File: src/rtl/maxpool2x2_stream.sv
// Streaming 2x2 / stride-2 signed max-pool over a raster-scan feature map, using a half-row buffer.
// Optional: define MAXPOOL_RELU_EN to clamp negative pooled results to zero (fused ReLU, no extra latency).
module maxpool2x2_stream #(
   parameter int DATA_W = 8,
   parameter int IMG_W  = 28,
   parameter int IMG_H  = 28
) (
   input  logic                     clk,
   input  logic                     RSTn,
   input  logic                     in_valid,
   output logic                     in_ready,
   input  logic signed [DATA_W-1:0] in_data,
   output logic                     out_valid,
   input  logic                     out_ready,
   output logic signed [DATA_W-1:0] out_data,
   output logic                     frame_done
);

   localparam int CW = (IMG_W > 2) ? $clog2(IMG_W) : 1;
   localparam int RW = (IMG_H > 2) ? $clog2(IMG_H) : 1;
   localparam int BW = (IMG_W > 4) ? $clog2(IMG_W / 2) : 1;

   function automatic logic signed [DATA_W-1:0] smax(input logic signed [DATA_W-1:0] a,
                                                     input logic signed [DATA_W-1:0] b);
      return (a > b) ? a : b;
   endfunction

   function automatic logic signed [DATA_W-1:0] finalize(input logic signed [DATA_W-1:0] v);
`ifdef MAXPOOL_RELU_EN
      return v[DATA_W-1] ? '0 : v;
`else
      return v;
`endif
   endfunction

   logic [CW-1:0]              col_q, col_d;
   logic [RW-1:0]              row_q, row_d;
   logic signed [DATA_W-1:0]   hold_q, hold_d;
   logic signed [DATA_W-1:0]   out_data_q, out_data_d;
   logic                       out_valid_q, out_valid_d;
   logic                       last_q, last_d;
   logic                       frame_done_q, frame_done_d;

   logic signed [DATA_W-1:0]   line_q [IMG_W/2];
   logic [BW-1:0]              line_idx;
   logic                       line_we;
   logic signed [DATA_W-1:0]   line_wdata;
   logic signed [DATA_W-1:0]   line_rdata;

   logic in_fire, out_fire, col_last, row_last;

   assign in_ready   = !out_valid_q || out_ready;
   assign in_fire    = in_valid && in_ready;
   assign out_fire   = out_valid_q && out_ready;
   assign col_last   = (col_q == CW'(IMG_W - 1));
   assign row_last   = (row_q == RW'(IMG_H - 1));
   assign line_idx   = BW'(col_q >> 1);
   assign line_rdata = line_q[line_idx];

   assign out_valid  = out_valid_q;
   assign out_data   = out_data_q;
   assign frame_done = frame_done_q;

   always_comb begin
      // NOTE: every signal gets a default before any branch so no latch is inferred.
      col_d        = col_q;
      row_d        = row_q;
      hold_d       = hold_q;
      out_data_d   = out_data_q;
      out_valid_d  = out_valid_q;
      last_d       = last_q;
      line_we      = 1'b0;
      line_wdata   = '0;
      frame_done_d = out_fire && last_q;

      if (out_fire) out_valid_d = 1'b0;

      if (in_fire) begin
         if (col_last) begin
            col_d = '0;
            row_d = row_last ? '0 : row_q + 1'b1;
         end else begin
            col_d = col_q + 1'b1;
         end

         // Even row builds the horizontal pair max; odd row folds it with the vertical pair.
         unique case ({row_q[0], col_q[0]})
            2'b00: hold_d = in_data;
            2'b01: begin
               line_we    = 1'b1;
               line_wdata = smax(hold_q, in_data);
            end
            2'b10: hold_d = smax(line_rdata, in_data);
            2'b11: begin
               out_data_d  = finalize(smax(hold_q, in_data));
               out_valid_d = 1'b1;
               last_d      = row_last && col_last;
            end
            default: ;
         endcase
      end
   end

   // NOTE: state registers use non-blocking assignments so every flop samples pre-edge values.
   always_ff @(posedge clk or negedge RSTn) begin
      if (!RSTn) begin
         col_q        <= '0;
         row_q        <= '0;
         hold_q       <= '0;
         out_data_q   <= '0;
         out_valid_q  <= 1'b0;
         last_q       <= 1'b0;
         frame_done_q <= 1'b0;
      end else begin
         col_q        <= col_d;
         row_q        <= row_d;
         hold_q       <= hold_d;
         out_data_q   <= out_data_d;
         out_valid_q  <= out_valid_d;
         last_q       <= last_d;
         frame_done_q <= frame_done_d;
      end
   end

   // NOTE: the line buffer has no reset; every entry is written on an even row before it is read.
   always_ff @(posedge clk) begin
      if (line_we) line_q[line_idx] <= line_wdata;
   end

endmodule

File: config.mk
export PLATFORM = sky130hd
export DESIGN_NAME = maxpool2x2_stream
export DESIGN_NICKNAME = d
export VERILOG_FILES = /design/src/rtl/maxpool2x2_stream.sv
export SDC_FILE = /design/constraint.sdc
export NUM_CORES = 1
export LEC_CHECK = 0
export ABC_CLOCK_PERIOD_IN_PS = 5770
export BUFFER_PORTS_ARGS = -buffer_cell sky130_fd_sc_hd__buf_2
export CORE_UTILIZATION = 65
export CTS_BUF_LIST = sky130_fd_sc_hd__clkbuf_8 sky130_fd_sc_hd__clkbuf_16
export CTS_CLUSTER_SIZE = 30
export DETAILED_ROUTE_END_ITERATION = 8
export PLACE_DENSITY = 0.82
export RECOVER_POWER = 50
export SYNTH_ARGS = -nofsm -noshare
export SYNTH_HDL_FRONTEND = slang
export SYNTH_SLANG_ARGS = --single-unit
File: constraint.sdc
create_clock -name clk -period 5.77 [get_ports clk]
set_input_delay 0.8655 -clock clk [delete_from_list [all_inputs] [get_ports clk]]
set_output_delay 0.8655 -clock clk [all_outputs]
set_load 0.1 [all_outputs]
; After elaboration in Yosys (flattened, before gate mapping)
; Memory sizes are Yosys's and may differ from the RTL's.
; Cells that the tools add are included.
[op_classes]
n_addsub = 2
multipliers = 0
div_mod_pow = 0
n_lt_le_gt_ge = 2
n_eq_ne = 5
shifts = 0
muxes = 14
n_bitwise = 0
reduce_logical = 11
[ops]
columns = op, n
row1 = 8-bit 2-to-1 mux, 4
row2 = 8-bit > comparator, 2
row3 = 8-bit case mux with 2 select lines, 1
row4 = "5-bit by 1-bit adder with 5-bit output, second input constant", 2
row5 = "5-bit == test, second input constant", 2
row6 = 5-bit 2-to-1 mux, 2
row7 = 1-bit 2-to-1 mux, 7
row8 = 2-bit AND reduction, 3
row9 = "2-bit == test, second input constant", 2
row10 = 1-bit logical AND, 4
row11 = "2-bit by 1-bit == test with 1-bit output, second input constant", 1
row12 = 2-bit logical NOT, 1
row13 = 2-bit nonzero test, 1
row14 = 1-bit logical NOT, 1
row15 = 1-bit logical OR, 1
[totals]
regBits = 29
latch_bits = 0
ram_bits = 112
mem_bits_ro = 0
inputBits = 12
out_inout_bits = 11
elab_cells = 42
memories = 1
[mem_list]
columns = memory, depth, width, read_ports, rd_ports_with_merged_regs, write_ports, line_no
row1 = line_q, 14, 8, 1, 0, 1, 44  ; logic signed [DATA_W-1:0] line_q [IMG_W/2];

; Longest topological paths before layout
[logic_depth]
depth_word = 6
depth_mapped = 13
mapped_depth_nobuf = 10

; Least setup slack after synthesis
; No wires, ideal clock.
[synth_path]
kind = register to register
startpoint = reg out_valid_q (netlist: out_valid)
endpoint = mem line_q[0][0] (enable)
setup_time_ns = 0.383
arrival_time_ns = 2.941
required_ns = 5.387
slack_ns = 2.445
stages_incl_launch_ff = 7
n_path_buf = 1
synth_period_minus_slack_ns = 3.325
cell_sequence = dfrtp_1 -> nand2b_2 -> and2_1 -> buf_4 -> nand3b_1 -> or3_1 -> nor3_1
[synth_between]
elab_chain_len = 6
[synth_lines]
columns = element, line_no
row1 = start: declaration, 40  ; logic out_valid_q, out_valid_d;
row2 = start signal: assignment, 119  ; out_valid_q <= out_valid_d;
row3 = 1-bit logical NOT, 52  ; assign in_ready = !out_valid_q || out_ready;
row4 = 1-bit logical OR, 52
row5 = net in_ready, 11  ; output logic in_ready,
row6 = 1-bit logical AND, 53  ; assign in_fire = in_valid && in_ready;
row7 = 1-bit 2-to-1 mux, 78  ; if (in_fire) begin
row8 = 1-bit 2-to-1 mux, 127  ; if (line_we) line_q[line_idx] <= line_wdata;
row9 = 1-bit 2-to-1 mux (implied by the code), 127
row10 = end: declaration, 44
; The timed path passes the listed nets, and every way through them passes these cells.

; Worst setup path in the final report
[layout_path]
startpoint = reg col_q[2]
endpoint = reg hold_q[1]
[layout_between]
elab_chain_len = 4
[layout_lines]
columns = element, line_no
row1 = start: declaration, 36  ; logic [CW-1:0] col_q, col_d;
row2 = start signal: assignment, 115  ; col_q <= col_d;
row3 = memory 14 x 8 bit *, n/a
row4 = 8-bit > comparator, 25  ; return (a > b) ? a : b;
row5 = 8-bit 2-to-1 mux *, 25
row6 = 8-bit case mux with 2 select lines *, 87  ; unique case ({row_q[0], col_q[0]})
row7 = end signal: assignment, 117  ; hold_q <= hold_d;
row8 = end: declaration, 38  ; logic signed [DATA_W-1:0] hold_q, hold_d;
; Every way passes the cells marked *; elsewhere a longest branch is shown, timed or not.
; A chain may end at the register's enable or synchronous reset.

==> flow_summary_export.csv <==
group,metric,value,unit
clocking,htree_levels,4,
yosys,yosysWarnings,0,
power,clock_power_share,27.5,%
yosys,ys_types,49,
placement,portBuffers,22,
timing,clock.fmax,210,MHz
cells_and_area,drive_above_1_share,11.6,%
floorplanning,io_pins,23,
route,drt_iter0_drc,401,
power,p_leak,2.62,nW
worst_setup_path,path_cells,"buf_4 > mux2i_1 > o21ai_0 > a211oi_1 > nand2_1 > ha_1 > nand4_1 > nor2_1 > nor4_1 > nor3_2 > a221o_1",
yosys,syn_area,0.00634,mm^2
yosys,synthesis.instances,453,
global_routing,gr-total-overflow,0,
cells_and_area,antenna_cells,0,
global_routing,grt_pass1_vias,4071,
route,vias,4121,
clocking,clock_path_buffers,2,
global_routing,grt_max_degree,37,
timing,rsz0062_at_grt,"no",
timing,hold_violations,0,
hold_path,holdCritPathClass,"reg2reg",
timing,max-slew-margin-rel,-9.01,%
timing,period_needed,4.76,ns
outcome,violations,"capacitance limit, slew limit",
worst_setup_path,path_class,"reg2reg",
power,switching_power,1.45,mW
floorplanning,die_h,101,um
yosys,synth_seq_cells,141,
route,drc,0,
route,viasPerCell,6.64,
yosys,synth_top_cell_by_area,"edfxtp_1",
clocking,root_buffer,"clkbuf_8",
power,swShare,38.8,%
floorplanning,dieWidth,101,um
clocking,cts_sinks,141,
global_routing,grt_usage,31.1,%
clocking,clk_latency,0.53,ns
global_routing,antenna_found_initial,0,
clocking,postCtsSetupBuffers,0,
outcome,status,"complete, but fails checks",
clocking,cts_hold_buf,0,
yosys,synth_nets,483,
placement,hpwl,9090,um
yosys,synth.most_common_cell,"edfxtp_1",
power,vdd_ir_drop_max,0.370,mV
clocking,cts_buffers,17,
route,avgRoutedWirePerCell,23.0,um
cells_and_area,multi_input_area,0.00206,mm^2
yosys,synth-edff-count,112,
route,top_layer_used,"met4",
cells_and_area,ff_latch_area,0.00409,mm^2
floorplanning,rows,35,
timing,setup_violations,0,
worst_setup_path,crit_path_end_kind,"flop",
floorplanning,fp.dieArea,0.0101,mm^2
floorplanning,initial_core_util,67.9,%
timing,drv_slew,61,
worst_setup_path,cpMaxStageDelayCell,"dfrtp_1",
yosys,synth_commonest_cells,"edfxtp_1, mux2i_1, nor2_1",
cells_and_area,area_growth_syn_to_layout,11.0,%
yosys,synth.avg_cell_area,14.0,um^2
route,wl,14300,um
route,wl_met1,5530,um
yosys,synth_top_area_share,53.1,%
floorplanning,core_area,0.00933,mm^2
route,dr.pass1.iters,5,
timing,setup_slack,1.01,ns
worst_setup_path,startpoint_type,"flop",
route,met2_length,7120,um
timing,worstMarginPinSlew,1.64,ns
placement,gp_congestion,0.929,
power,p_int,2.28,mW
yosys,ys_seq_area_share,64.5,%
worst_setup_path,cp_max_fo,30,
flow_run,cap_violations,2,
cells_and_area,fillerInstances,600,
worst_setup_path,required,6.18,ns
clocking,cts_tree,"done",
worst_setup_path,cpPeakStageDelay,1.43,ns
cells_and_area,fin_nets,509,
route,ant_nets,0,
yosys,synthFlopType,"edfxtp_1",
yosys,async_flop_share,20.6,%
power,combPwrFrac,33.0,%
global_routing,grt_first_pass_wirelength,22200,um
timing,setup_tns,0,ns
timing,worst_clock_skew,0.00675,ns
yosys,ys_top_cells_by_area,"edfxtp_1, dfrtp_1, mux2i_1",
route,met3_length,1200,um
timing,min_period_over_period,82.4,%
power,seqPwrFrac,39.5,%
power,power.density,531,mW/mm^2
clocking,cts_resized,0,
placement,dp_slack,1.66,ns
worst_setup_path,critPathArrivalTime,5.16,ns
clocking,path_clk_slew,0.06,ns
timing,fin_hold_ws,0.508,ns
==> sequential cells by signal, summed over array words and instances (netlist names) <==
| signal | count |
|---|---|
| col_q | 5 |
| line_q | 112 |
| row_q | 5 |
| out_data | 8 |
| last_q | 1 |
| frame_done | 1 |
| out_valid | 1 |
| hold_q | 8 |
==> logic make-up after synthesis <==
| group | synth area share [%] |
|---|---|
| adders and majority gates | 3.55 |
| buffers and inverters | 2.98 |
| AOI/OAI and AO/OA | 8.83 |
| DFF | 64.5 |
| and+or+nand+nor | 10.4 |
| muxes | 9.73 |
==> per-layer routing <==
| metal | vias up | GRT usage [%] |
|---|---|---|
| li1 | 1809 | - |
| met1 | 2026 | 41.6 |
| met2 | 243 | 50.1 |
| met3 | 43 | 6.38 |
| met4 | 0 | 13.6 |
| met5 | - | 0 |
==> layout by cell type, fill, tap and decap left out, drive strengths merged, types with 10 or more instances in the layout <==
cell type / n
dfrtp: 29
o21ai: 28
o22ai: 11
inv: 18
nor2: 31
nand3: 19
buf: 12
ha: 18
mux2i: 38
edfxtp: 112
a21oi: 12
clkbuf: 34
nand2: 26
a31oi: 10
==> power groups by stage <==
stage,Clock [mW],Sequential (mW),Combinational (mW)
finish,1.03,1.47,1.23
floorplan,0,1.54,0.880
global route,1.08,1.49,1.30
CTS,1.03,1.47,1.22
detailed placement,0,1.49,1.20
global placement,0,1.48,1.17
==> path summary, 6_finish.rpt <==
path,from,end,slack (ns),depth (start not counted)
max,col_q[2]$_DFFE_PN0P_,hold_q[1]$_DFFE_PN0P_,1.01,11
min,last_q$_DFFE_PN0P_,last_q$_DFFE_PN0P_,0.51,2
max reg2reg,col_q[2]$_DFFE_PN0P_,hold_q[1]$_DFFE_PN0P_,1.01,11
min reg2reg,last_q$_DFFE_PN0P_,last_q$_DFFE_PN0P_,0.51,2
max in group asynchronous,RSTn,col_q[3]$_DFFE_PN0P_,4.07,1
min in group asynchronous,RSTn,out_data[6]$_DFFE_PN0P_,0.75,1
==> worst max-delay path: cells and delay by family, from the launching register on <==
| family | cells | cell delay, ns |
|---|---|---|
| multiplexers | 1 | 0.27 |
| flip-flops | 1 | 1.43 |
| AND/OR/NAND/NOR | 5 | 1.29 |
| adder cells (fa/ha/maj) | 1 | 0.31 |
| AO/OA/AOI/OAI | 3 | 0.82 |
| buffers and inverters | 1 | 0.49 |
==> through the flow <==
stage | cell area, um^2 | util [%] | cells | power [mW]
6_report | 7030 | 75.4 | 621 | 3.73
5_1_grt | 7030 | 75.4 | 621 | 3.88
4_1_cts | 7060 | 75.7 | 621 | 3.72
3_5_place_dp | 6500 | 69.7 | 589 | 2.69
3_3_place_gp | 6500 | 69.7 | 589 | 2.65
2_1_floorplan | 6340 | - | 453 | 2.42
==> cell type report <==
| type | count | share of cell area, % |
|---|---|---|
| timing repair buffer | 28 | 1.81 |
| tap | 129 | 2.30 |
| multi-input combinational | 281 | 29.3 |
| inverter | 10 | 0.534 |
| sequential | 141 | 58.1 |
| clock buffer | 18 | 6.09 |
| clock inverter | 14 | 1.87 |
Power figures use the tool's default switching activity.
